### src/rtl/display_scanner_pkg.sv
// Shared constants for the multiplexed seven-segment scanner.
// Glyphs are {a,b,c,d,e,f,g}, active-low.
package display_scanner_pkg;

    localparam logic [6:0] SEG_BLANK = 7'h7F;

    localparam logic [6:0] GLYPH_0 = 7'h01;
    localparam logic [6:0] GLYPH_1 = 7'h4F;
    localparam logic [6:0] GLYPH_2 = 7'h12;
    localparam logic [6:0] GLYPH_3 = 7'h06;
    localparam logic [6:0] GLYPH_4 = 7'h4C;
    localparam logic [6:0] GLYPH_5 = 7'h24;
    localparam logic [6:0] GLYPH_6 = 7'h20;
    localparam logic [6:0] GLYPH_7 = 7'h0F;
    localparam logic [6:0] GLYPH_8 = 7'h00;
    localparam logic [6:0] GLYPH_9 = 7'h04;
    localparam logic [6:0] GLYPH_A = 7'h08;
    localparam logic [6:0] GLYPH_B = 7'h60;
    localparam logic [6:0] GLYPH_C = 7'h31;
    localparam logic [6:0] GLYPH_D = 7'h42;
    localparam logic [6:0] GLYPH_E = 7'h30;
    localparam logic [6:0] GLYPH_F = 7'h38;

endpackage

### src/rtl/display_scanner_seg7_decoder.sv
// Combinational hex nibble to active-low seven-segment glyph.
module seg7_decoder
    import display_scanner_pkg::*;
(
    input  logic [3:0] nibble,
    output logic [6:0] glyph
);

    always_comb begin
        glyph = SEG_BLANK;
        unique case (nibble)
            4'h0: glyph = GLYPH_0;
            4'h1: glyph = GLYPH_1;
            4'h2: glyph = GLYPH_2;
            4'h3: glyph = GLYPH_3;
            4'h4: glyph = GLYPH_4;
            4'h5: glyph = GLYPH_5;
            4'h6: glyph = GLYPH_6;
            4'h7: glyph = GLYPH_7;
            4'h8: glyph = GLYPH_8;
            4'h9: glyph = GLYPH_9;
            4'hA: glyph = GLYPH_A;
            4'hB: glyph = GLYPH_B;
            4'hC: glyph = GLYPH_C;
            4'hD: glyph = GLYPH_D;
            4'hE: glyph = GLYPH_E;
            4'hF: glyph = GLYPH_F;
        endcase
    end

endmodule

### src/rtl/display_scanner.sv
// Time-multiplexed seven-segment scanner with per-frame snapshot,
// leading-zero suppression, PWM brightness and anode dead band.
module display_scanner
    import display_scanner_pkg::*;
#(
    parameter int DIGITS      = 8,
    parameter int SLOT_LOG2   = 16,
    parameter int BRIGHT_BITS = 4
)
(
    input  logic                   clk,
    input  logic                   reset,
    input  logic [4*DIGITS-1:0]    data,
    input  logic [DIGITS-1:0]      dp_in,
    input  logic [DIGITS-1:0]      dig_en,
    input  logic                   lz_en,
    input  logic [BRIGHT_BITS-1:0] bright,
    output logic [6:0]             seg,
    output logic                   dp,
    output logic [DIGITS-1:0]      an,
    output logic                   frame_start
);

    localparam int IW = $clog2(DIGITS);

    logic [SLOT_LOG2-1:0]   cnt_q, cnt_d;
    logic [IW-1:0]          idx_q, idx_d;
    logic [4*DIGITS-1:0]    data_q, data_d;
    logic [DIGITS-1:0]      dpm_q, dpm_d;
    logic [DIGITS-1:0]      en_q, en_d;
    logic                   lz_q, lz_d;
    logic [6:0]             seg_q, seg_d;
    logic                   dp_q, dp_d;
    logic [DIGITS-1:0]      an_q, an_d;
    logic                   fs_q, fs_d;

    logic [DIGITS-1:0]      lz_blank;
    logic                   all_zero;
    logic [DIGITS-1:0]      show;
    logic                   cur_show;
    logic [3:0]             cur_nib;
    logic [6:0]             cur_glyph;
    logic [BRIGHT_BITS-1:0] t;
    logic                   pwm_on;
    logic                   dead;
    logic                   frame_begin;

    // A digit is suppressed when it and every digit above it are zero.
    always_comb begin
        lz_blank = '0;
        all_zero = 1'b1;
        for (int i = DIGITS - 1; i >= 1; i--) begin
            all_zero    = all_zero && (data_q[4*i +: 4] == 4'h0);
            lz_blank[i] = lz_q && all_zero;
        end
    end

    assign show     = en_q & ~lz_blank;
    assign cur_show = show[idx_q];
    assign cur_nib  = data_q[4*int'(idx_q) +: 4];

    seg7_decoder u_dec (
        .nibble (cur_nib),
        .glyph  (cur_glyph)
    );

    always_comb begin
        frame_begin = (cnt_q == '0) && (idx_q == '0);
        t           = cnt_q[SLOT_LOG2-1 -: BRIGHT_BITS];
        pwm_on      = (&bright) || (t < bright);
        dead        = (cnt_q[SLOT_LOG2-1:1] == '0);

        cnt_d = cnt_q + 1'b1;
        idx_d = idx_q;
        if (&cnt_q) begin
            idx_d = (idx_q == IW'(DIGITS - 1)) ? '0 : idx_q + 1'b1;
        end

        data_d = data_q;
        dpm_d  = dpm_q;
        en_d   = en_q;
        lz_d   = lz_q;
        if (frame_begin) begin
            data_d = data;
            dpm_d  = dp_in;
            en_d   = dig_en;
            lz_d   = lz_en;
        end

        an_d = '1;
        if (cur_show && pwm_on && !dead) begin
            an_d[idx_q] = 1'b0;
        end

        // Segments reload on count 1: inside the dead band, after the snapshot.
        seg_d = seg_q;
        dp_d  = dp_q;
        if (cnt_q == SLOT_LOG2'(1)) begin
            seg_d = cur_show ? cur_glyph : SEG_BLANK;
            dp_d  = !(cur_show && dpm_q[idx_q]);
        end

        fs_d = frame_begin;
    end

    always_ff @(posedge clk or negedge reset) begin
        if (!reset) begin
            cnt_q  <= '0;
            idx_q  <= '0;
            data_q <= '0;
            dpm_q  <= '0;
            en_q   <= '0;
            lz_q   <= 1'b0;
            seg_q  <= SEG_BLANK;
            dp_q   <= 1'b1;
            an_q   <= '1;
            fs_q   <= 1'b0;
        end else begin
            cnt_q  <= cnt_d;
            idx_q  <= idx_d;
            data_q <= data_d;
            dpm_q  <= dpm_d;
            en_q   <= en_d;
            lz_q   <= lz_d;
            seg_q  <= seg_d;
            dp_q   <= dp_d;
            an_q   <= an_d;
            fs_q   <= fs_d;
        end
    end

    assign seg         = seg_q;
    assign dp          = dp_q;
    assign an          = an_q;
    assign frame_start = fs_q;

endmodule

### config.mk
export PLATFORM = sky130hd
export DESIGN_NAME = display_scanner
export DESIGN_NICKNAME = d
export VERILOG_FILES = /design/src/rtl/display_scanner_pkg.sv /design/src/rtl/display_scanner_seg7_decoder.sv /design/src/rtl/display_scanner.sv
export SDC_FILE = /design/constraint.sdc
export NUM_CORES = 1
export LEC_CHECK = 0
export ABC_AREA = 1
export BUFFER_PORTS_ARGS = -buffer_cell sky130_fd_sc_hd__buf_4
export CORE_MARGIN = 10
export CORE_UTILIZATION = 50
export DETAILED_ROUTE_END_ITERATION = 8
export PLACE_DENSITY_LB_ADDON = 0.15
export SLEW_MARGIN = 20
export SYNTH_ARGS = -nofsm -noshare
export SYNTH_HDL_FRONTEND = slang
export SYNTH_SLANG_ARGS = --single-unit
### constraint.sdc
create_clock -name clk -period 1.7 [get_ports clk]
set_input_delay 0.17 -clock clk [delete_from_list [all_inputs] [get_ports clk]]
set_output_delay 0.17 -clock clk [all_outputs]
set_load 0.01 [all_outputs]
==> results of run 1 <==
-- critical path, delay by kind of cell (launching register included) --
kind	cells	cell delay, ns
adder cells (fa/ha/maj)	1	0.26
AO/OA/AOI/OAI	1	0.13
AND/OR/NAND/NOR	10	0.72
flip-flops	1	0.49
buffers and inverters	2	0.25
-- layout make-up --
cell class              count  area [µm²]  share of cell area
clock buffers              12         135              0.0209
clock inverters             4        48.8             0.00755
inverters                  61         244              0.0378
multi-input cells         422        2530               0.391
flip-flops and latches     85        2150               0.333
well taps                 108         135              0.0209
repair buffers            142        1220               0.189
-- path summary, 6_finish.rpt --
path	cells after the start	endpoint	slack [ns]
setup / recovery	14	seg[5]	-0.20
hold / removal	3	data_q[6]	0.01
setup reg to reg	14	seg[5]	-0.20
hold reg to reg	2	en_q[7]	0.50
max in group asynchronous	3	an[5]	0.82
min in group asynchronous	2	data_q[10]	0.26
-- stage by stage --
stage | instance area [µm²] | hold WS (ns)
finish | 6460 | 0.0109
global route | 6460 | 0.00933
CTS | 5850 | 0.00365
detailed placement | 5490 | 0.0942
global placement | 5490 | 0.0928
floorplan | 4590 | -0.126
-- kinds of logic after synthesis --
group                      synth area share
and+or+nand+nor                       0.323
AOI/OAI and AO/OA                    0.0612
DFF                                   0.471
buffers and inverters                0.0831
xor gates and xnor gates             0.0211
adders and majority gates            0.0412
-- power groups by stage --
stage          sequential [W]  clock [W]  combinational (W)
6_report              0.00216    0.00139           0.000455
5_1_grt               0.00217    0.00151           0.000505
4_1_cts               0.00216    0.00140           0.000401
3_5_place_dp          0.00220          0           0.000390
3_3_place_gp          0.00220          0           0.000382
2_1_floorplan         0.00219          0           0.000155
-- timing repair --
action	4_1_cts	5_1_grt
endpoints found under the hold margin	22	0
hold buffers	1	0
pin swaps	8	54
cloned	2	5
setup endpoints to repair	57	74
buffers inserted	7	12
gates resized for setup	23	123
-- placed cells by master (no fill, tap or decap), types with 6 or more instances in the layout --
master / n
nand4_1: 12
nor2_4: 7
nand3_2: 12
ha_1: 9
dfrtp_1: 67
inv_1: 46
nor2_1: 34
o21ai_2: 7
buf_6: 6
nand2_4: 9
nand2_2: 50
nor2_2: 10
o21ai_1: 7
inv_2: 10
clkbuf_8: 9
nand3_1: 18
o21ai_0: 22
dfstp_2: 16
nand2_1: 173
a21oi_1: 8
buf_4: 124
xor2_1: 9
-- state kept, by name, indices dropped and copies added, names as in the netlist --
signal / cells
cnt_q: 16
dp: 1
dpm_q: 8
frame_start: 1
en_q: 8
seg: 7
idx_q: 3
lz_q: 1
an: 8
data_q: 32
-- layer usage --
metal / part of all wire / GRT usage / vias up
met4: 0.015 / 0.0456 / 0
met1: 0.44 / 0.244 / 2087
met3: 0.057 / 0.0408 / 19
met5: 0 / 0 / -
li1: - / - / 2111
met2: 0.49 / 0.278 / 146
==> run_results.csv, run 1 <==
group,metric,value,unit
cts,max-clock-path-buffers,2,
yosys,avgSynthCellArea,7.80,µm²
floorplan,dieArea,13300,µm²
route,drt_wl_total,13200,µm
hold_path,hold_start,"data[6]",
power_and_ir_drop,p_total,0.00401,W
power_and_ir_drop,p_comb_frac,0.113,
yosys,syn-num-nets,655,
placement,dp.cells,793,
sta,fin_setup_tns,-4.32,ns
placement,pre_cts_ws,-0.123,ns
cts,cts_root_buf,"clkbuf_8",
grt,grtUsageTotal,0.178,
grt,overflow,0,
power_and_ir_drop,power_density,620,nW/µm²
finish,nNetsFinal,791,
power_and_ir_drop,power_frac_clock,0.347,
floorplan,floorplan.die.height,116,µm
floorplan,start_util,0.518,
worst_setup_path,critPathLaunchType,"flip-flop",
route,vias_per_cell,5.23,
power_and_ir_drop,p_int,0.00300,W
worst_setup_path,cp_cell_sequence,"clkbuf_16 > o21ai_2 > nand2_1 > nand2_1 > nand2_2 > nand2_4 > inv_6 > ha_4 > nand2_2 > nand2_2 > nand3_2 > nand2_1 > nor2_1 > nor2_1",
worst_setup_path,startpoint,"idx_q[0]",
run_status,violations,"negative setup slack",
grt,grt_antenna_before_repair,0,
cts,cts_tree,"done",
cts,clock-sinks,85,
flow_run,drv_cap,0,
placement,hpwl,8740,µm
cts,cts_inserted_buffers,9,
yosys,synthArstFlopShare,1.00,
sta,fmaxAchievable,526,MHz
worst_setup_path,crit_path_top_delay_cell,"dfrtp_2",
yosys,syn_area,4560,µm²
cts,cts.clk_slew.worst_paths,0.08,ns
placement,port_buffers,71,
route,drcViolationCount,0,
floorplan,fp.dieW,116,µm
power_and_ir_drop,seqPwrFrac,0.540,
cts,insertion_delay,0.35,ns
yosys,synth_flop_cell,"dfrtp_1",
sta,setup_ws,-0.200,ns
route,wl_per_cell,15.8,µm
hold_path,hold_class,"input port to flip-flop",
power_and_ir_drop,leakage,3.20,nW
sta,hold_viol,0,
sta,grt_setup_unrepaired,"true",
sta,slew_violations,0,
yosys,synth_top_cells_by_area,"dfrtp_1 38%, nand2_1 17%, dfstp_2 9.2%, inv_1 4.4%, ha_1 4.1%",
floorplan,row_count,34,
finish,final_core_util,0.734,
grt,grt_pass1_wl,19500,µm
finish,fill_cells,655,
yosys,synth-edff-count,0,
yosys,synthDistinctLibCells,37,
yosys,yosys.area.top_type,"dfrtp_1",
floorplan,ios,72,
worst_setup_path,critPathMaxStageDelay,0.49,ns
yosys,synthTopCellsByCount,"207 x nand2_1, 69 x dfrtp_1, 53 x inv_1",
sta,fin_crit,1.90,ns
finish,final_cell_count_no_fill,834,
route,drtAntennaViolNets,0,
finish,n_antenna_cell,0,
worst_setup_path,path_class,"flip-flop to flip-flop",
grt,grt_max_degree,44,
cts,htree_levels,3,
sta,fin_skew,0.00751,ns
yosys,synth-warning-count,0,
sta,setup_viol,58,
grt,grt_pass1_vias,4146,
run_status,status,"complete, but fails checks",
worst_setup_path,crit_fanout,7,
floorplan,core,8810,µm²
sta,slew_headroom,0.777,
yosys,synth_cells,585,
power_and_ir_drop,p_sw,0.00100,W
worst_setup_path,cp.arrival,2.18,ns
worst_setup_path,crit_path_end_kind,"flip-flop",
route,drt-initial-drc-count,380,
worst_setup_path,cp.required,1.98,ns
worst_setup_path,reg2reg_from,"idx_q[0]",
yosys,synthMostInstantiatedCell,"nand2_1",
route,vias,4363,
route,first_pass_iters,5,
power_and_ir_drop,peakVddDrop,0.395,mV
placement,gp_congestion,0.928,
yosys,synth_top_area_frac,0.379,
yosys,synth-seq-cells,85,
finish,drive_gt1_frac,0.421,
sta,layout_worst_path_cycle_share,1.12,
finish,syn_to_final_growth,41.6,%
power_and_ir_drop,switching_share,0.251,
sta,worst_pin_slew,0.333,ns
yosys,yosysSeqAreaShare,0.471,
No activity file was read; power rests on OpenSTA's default activity.
==> run 2: changes to the inputs <==
REMOVE_ABC_BUFFERS = 1   (was unset)
==> run 2 against run 1 <==
  * The run still ends with negative setup slack left
  * First-iteration DRC count shrank 28%
  * Fmax is essentially flat
  * Critical endpoint is now seg[6]
  * Final area grew 6.3%
  * Critical path depth shrank 1
  * Via count grew 0.25%
  * Final cell count grew 2.3%
  * Largest power group unchanged
  * Non-clock buffer count grew 21
  * Core utilization grew 4.6 points
  * Sequential power is essentially flat
  * Largest cell class unchanged
==> run_results.csv, run 2 (same netlist as run 1, synthesis figures left out) <==
group,metric,value,unit
finish,syn_to_final_growth,50.6,%
route,first_pass_iters,5,
worst_setup_path,critPathLaunchType,"flip-flop",
sta,hold_viol,0,
power_and_ir_drop,p_sw,0.00107,W
floorplan,core,8810,µm²
cts,htree_levels,3,
route,vias_per_cell,5.13,
power_and_ir_drop,power_frac_clock,0.347,
placement,port_buffers,71,
floorplan,row_count,34,
worst_setup_path,crit_fanout,7,
floorplan,dieArea,13300,µm²
sta,grt_setup_unrepaired,"true",
run_status,status,"complete, but fails checks",
worst_setup_path,r2r_cells,13,
finish,fill_cells,594,
finish,reg_top3,"data_q: 32 flops, cnt_q: 16 flops",
floorplan,ios,72,
placement,hpwl,8310,µm
finish,layout_commonest_cell,"nand2_1",
sta,fmaxAchievable,527,MHz
power_and_ir_drop,p_int,0.00301,W
grt,grt_antenna_before_repair,0,
cts,insertion_delay,0.37,ns
sta,worst_pin_slew,0.365,ns
finish,final_cell_count_no_fill,853,
floorplan,floorplan.die.height,116,µm
finish,drive_gt1_frac,0.456,
floorplan,fp.dieW,116,µm
worst_setup_path,critPathMaxStageDelay,0.46,ns
flow_run,drv_cap,0,
cts,cts.clk_slew.worst_paths,0.08,ns
hold_path,hold_depth,3,
finish,n_antenna_cell,0,
finish,final_core_util,0.780,
route,drcViolationCount,0,
route,drt_wl_total,13300,µm
worst_setup_path,cp.required,2.00,ns
sta,slew_violations,0,
grt,grtUsageTotal,0.178,
route,wl_per_cell,15.6,µm
hold_path,hold_class,"input port to flip-flop",
route,vias,4374,
power_and_ir_drop,p_comb_frac,0.125,
grt,grt_pass1_wl,19400,µm
worst_setup_path,cp.arrival,2.19,ns
sta,slew_headroom,0.754,
placement,place_area,5560,µm²
grt,grt_max_degree,41,
cts,cts_root_buf,"clkbuf_8",
sta,fin_setup_tns,-7.87,ns
power_and_ir_drop,switching_share,0.262,
cts,clock-sinks,85,
cts,cts_tree,"done",
power_and_ir_drop,peakVddDrop,0.385,mV
finish,largest_reg_flops,32,
floorplan,start_util,0.518,
route,drtAntennaViolNets,0,
cts,cts_inserted_buffers,9,
run_status,violations,"negative setup slack",
finish,top_register,"data_q",
sta,setup_ws,-0.199,ns
route,drt-initial-drc-count,273,
worst_setup_path,crit_path_top_delay_cell,"dfrtp_2",
sta,fin_skew,0.0137,ns
sta,setup_viol,57,
placement,dp.cells,799,
worst_setup_path,path_common_cell,"nand2_1",
power_and_ir_drop,seqPwrFrac,0.528,
grt,grt_pass1_vias,4280,
finish,nNetsFinal,810,
worst_setup_path,crit_path_end_kind,"flip-flop",
sta,fin_crit,1.90,ns
power_and_ir_drop,leakage,3.50,nW
placement,pre_cts_ws,-0.295,ns
worst_setup_path,cp_cell_sequence,"clkbuf_16 > buf_4 > o21ai_2 > nand2_1 > nand2_2 > nand2_4 > buf_4 > nand3_1 > nand3_1 > nand2_1 > nand2_1 > nor2_2 > nor2_1",
worst_setup_path,path_class,"flip-flop to flip-flop",
placement,gp_congestion,0.899,
finish,fin_area,6870,µm²
finish,mostFrequentLayoutCells,"147 x nand2_1, 132 x buf_4, 68 x dfrtp_1",
power_and_ir_drop,power_density,594,nW/µm²
grt,overflow,0,
cts,max-clock-path-buffers,2,
sta,layout_worst_path_cycle_share,1.12,
run 2: changes by cell type in the layout (fill, tap and decap cells not counted), moves of 7 or more:
cell | previous run | this run
o21ai_2 | 7 | 20
o21ai_0 | 22 | 7
nand2_1 | 173 | 147
buf_4 | 124 | 132
nand2_4 | 9 | 32
dlygate4sd3_1 | 1 | 10
nand3_1 | 18 | 25
run 2: critical path: cells and delay by family (launching register included):
family / cells / cell delay (ns)
flops: 1 / 0.46
buf+inv: 3 / 0.46
simple gates: 9 / 0.73
compound gates: 1 / 0.17
run 2: final timing paths:
kind | start | endpoint | slack (ns)
max | idx_q[0] | seg[6] | -0.20
min | data[1] | data_q[1] | 0.007
max reg2reg | idx_q[0] | seg[6] | -0.20
min reg2reg | en_q[3] | en_q[3] | 0.49
max in group asynchronous | reset | an[7] | 0.78
min in group asynchronous | reset | data_q[2] | 0.27
run 2: layout make-up:
class                      instances  area (µm²)  share of cell area
multi-input combinational        420        2610               0.380
clock inverter                     4        31.3             0.00456
timing repair buffer             163        1520               0.221
sequential                        85        2150               0.313
clock buffer                      12         165              0.0241
tap                              108         135              0.0197
inverter                          61         256              0.0374
run 2: metal layers:
layer / vias to the layer above / share of wire / track usage
met5: - / 0 / 0
met4: 0 / 0.016 / 0.0456
met3: 19 / 0.044 / 0.0388
met2: 106 / 0.51 / 0.299
met1: 2104 / 0.43 / 0.226
li1: 2145 / - / -
run 2: timing repair:
action / CTS / global route
endpoints found under the setup margin: 63 / 72
endpoints found under the hold margin: 21 / 1
setup buffers: 7 / 12
gates resized for setup: 42 / 160
hold buffers: 9 / 1
pin swaps: 10 / 40
cloned: 3 / 7
run 2: power groups by stage:
stage          clock (W)  combinational (W)  sequential, W
6_report         0.00142           0.000509        0.00216
5_1_grt          0.00153           0.000562        0.00217
4_1_cts          0.00143           0.000433        0.00215
3_5_place_dp           0           0.000397        0.00219
3_3_place_gp           0           0.000388        0.00219
2_1_floorplan          0           0.000151        0.00219
run 2: stage by stage:
step                      hold slack [ns]  total power, W
final                             0.00678         0.00408
after floorplan                    -0.126         0.00234
after detailed placement            0.120         0.00259
after global routing              0.00520         0.00425
after global placement              0.112         0.00258
after CTS                        0.000483         0.00402
==> run 3: changes to the inputs <==
clock period = 1.9 ns   (was 1.7 ns; I/O delays follow)
==> run 3 against run 2 <==
  * The flow now finishes without violations
  * Largest cell class unchanged
  * First-iteration DRC count down 30%
  * Largest power group unchanged
  * Critical path type unchanged
  * Worst setup slack better by 0.22 ns
  * Die area unchanged
  * Final area down 15%
  * Count of clock-buffer cells in the layout down 3
  * Combinational power down 29%
  * Clock power down 14%
  * Hold slack better by 0.0032 ns
  * Final cell count down 6.6%
  * Clock skew down 0.0032 ns
==> run_results.csv, run 3 (same netlist as run 1, synthesis figures left out) <==
group,metric,value,unit
route,drt_wl_total,11600,µm
finish,reg_top3,"data_q: 32 flops, cnt_q: 16 flops",
worst_setup_path,path_class,"flip-flop to flip-flop",
worst_setup_path,critPathLaunchType,"flip-flop",
worst_setup_path,worst-path-buf-inv,3,
finish,final_cell_count_no_fill,797,
worst_setup_path,critPathMaxStageDelay,0.43,ns
finish,largest_reg_flops,32,
sta,fin_skew,0.0105,ns
grt,overflow,0,
worst_setup_path,path_common_cell,"nand2_1",
sta,hold_viol,0,
power_and_ir_drop,peakVddDrop,0.358,mV
power_and_ir_drop,leakage,2.94,nW
route,vias,4032,
sta,fin_crit,1.88,ns
cts,cts.clk_slew.worst_paths,0.10,ns
sta,fmaxAchievable,532,MHz
placement,pre_cts_ws,-0.0583,ns
sta,slew_violations,0,
finish,final_core_util,0.661,
placement,gp_congestion,0.904,
worst_setup_path,cp.required,2.21,ns
floorplan,core,8810,µm²
worst_setup_path,regToRegSetupSlack,0.02,ns
worst_setup_path,crit_fanout,8,
cts,cts_tree,"done",
worst_setup_path,crit_path_end_kind,"flip-flop",
worst_setup_path,cp_cell_sequence,"buf_6 > o21ai_1 > nand2_1 > nand2_1 > nand2_2 > nand2_4 > inv_4 > buf_4 > ha_1 > nand2_1 > nand3_1 > nand3_1 > nor2_1 > nor2_1",
worst_setup_path,crit_path_top_delay_cell,"dfrtp_1",
worst_setup_path,timing.rr.end,"seg[2]",
finish,fin_area,5820,µm²
floorplan,start_util,0.518,
hold_path,hold_start,"data[29]",
sta,worst_pin_slew,0.463,ns
grt,grt_antenna_before_repair,0,
placement,dp.cells,769,
grt,grt_pass1_vias,4074,
route,drt-initial-drc-count,191,
finish,syn_to_final_growth,27.6,%
finish,nNetsFinal,754,
worst_setup_path,critical_path.top_delay_family,"simple AND/OR/NAND/NOR gates",
cts,clock-sinks,85,
worst_setup_path,reg2reg_from,"idx_q[0]",
placement,place_area,5310,µm²
finish,layout_commonest_cell,"nand2_1",
route,drtAntennaViolNets,0,
power_and_ir_drop,power_density,603,nW/µm²
grt,grt_max_degree,51,
sta,grt_setup_unrepaired,"true",
cts,htree_levels,3,
floorplan,ios,72,
grt,grt_pass1_wl,18400,µm
route,drcViolationCount,0,
grt,grtUsageTotal,0.167,
finish,drive_gt1_frac,0.318,
cts,max-clock-path-buffers,2,
sta,setup_viol,0,
hold_path,hold_class,"input port to flip-flop",
floorplan,floorplan.die.height,116,µm
sta,layout_worst_path_cycle_share,0.990,
cts,cts_inserted_buffers,9,
route,first_pass_iters,5,
cts,cts_root_buf,"clkbuf_8",
floorplan,dieArea,13300,µm²
worst_setup_path,cp.arrival,2.19,ns
floorplan,fp.dieW,116,µm
finish,top_register,"data_q",
sta,setup_ws,0.0193,ns
finish,mostFrequentLayoutCells,"193 x nand2_1, 92 x buf_4, 69 x dfrtp_1",
flow_run,drv_cap,0,
sta,slew_headroom,0.691,
worst_setup_path,r2r_cells,14,
run_status,status,"finished, final reports clean",
hold_path,hold_depth,3,
cts,insertion_delay,0.37,ns
placement,hpwl,8050,µm
route,wl_per_cell,14.6,µm
placement,port_buffers,71,
finish,n_antenna_cell,0,
hold_path,hold_path_end,"data_q[29]",
floorplan,row_count,34,
route,vias_per_cell,5.06,
sta,hold_ws,0.00994,ns
run 3: changes by cell type in the layout (fill, tap and decap cells not counted), moves of 5 or more:
| cell | change |
|---|---|
| buf_12 | -5 |
| nand2_2 | -17 |
| dlygate4sd3_1 | -9 |
| nand3_1 | +5 |
| clkbuf_16 | -5 |
| buf_6 | +5 |
| o21ai_0 | +18 |
| o21ai_2 | -16 |
| nand2_4 | -29 |
| nand2_1 | +46 |
| buf_4 | -40 |
run 3: stage by stage:
| stage | TNS (ns) | total power (W) |
|---|---|---|
| 3_3_place_gp | 0 | 0.00228 |
| 3_5_place_dp | -0.131 | 0.00230 |
| 6_report | 0 | 0.00351 |
| 5_1_grt | -0.537 | 0.00366 |
| 2_1_floorplan | -52.66 | 0.00209 |
| 4_1_cts | 0 | 0.00351 |
run 3: how the worst max path moves through the flow:
stage / start / endpoint / slack, ns / cells after the start
after floorplan: idx_q[0] / data_q[10] / -1.05 / 7
after global placement: idx_q[0] / seg[5] / 0.008 / 16
after detailed placement: idx_q[0] / seg[5] / -0.06 / 16
after CTS: idx_q[0] / seg[4] / 0.006 / 16
after global routing: idx_q[0] / seg[4] / -0.1 / 17
final: idx_q[0] / seg[2] / 0.02 / 14
run 3: power by group:
part / switching, W / total [W] / internal (W)
clock: 0.000724 / 0.00122 / 0.000496
sequential: 0.0000437 / 0.00193 / 0.00189
combinational: 0.000187 / 0.000359 / 0.000172
run 3: cell type report:
type | instances | area [µm²]
fillers | 744 | 2990
repair buffers | 106 | 901
inverters | 61 | 246
flip-flops and latches | 85 | 2150
clock inverters | 7 | 56.3
multi-input cells | 421 | 2210
well taps | 108 | 135
clock buffers | 9 | 124
run 3: tightest hold or removal path, delay by kind of cell:
| family | cells | cell delay, ns |
|---|---|---|
| and+or+nand+nor | 2 | 0.08 |
| buffers and inverters | 1 | 0.08 |
run 3: per-layer routing:
layer | track usage | up-vias | wire (µm)
met3 | 0.0346 | 16 | 568
met1 | 0.205 | 1885 | 5110
li1 | - | 2028 | -
met4 | 0.0557 | 0 | 186
met2 | 0.287 | 103 | 5730
met5 | 0 | - | 0
run 3: what timing repair did:
item                       4_1_cts  5_1_grt
hold buffers                     1        0
cloned                           0        5
pin swaps                        0       20
gates resized for setup          4       71
hold endpoints to repair        19        0
setup buffers                    0        6
setup endpoints to repair        6       70
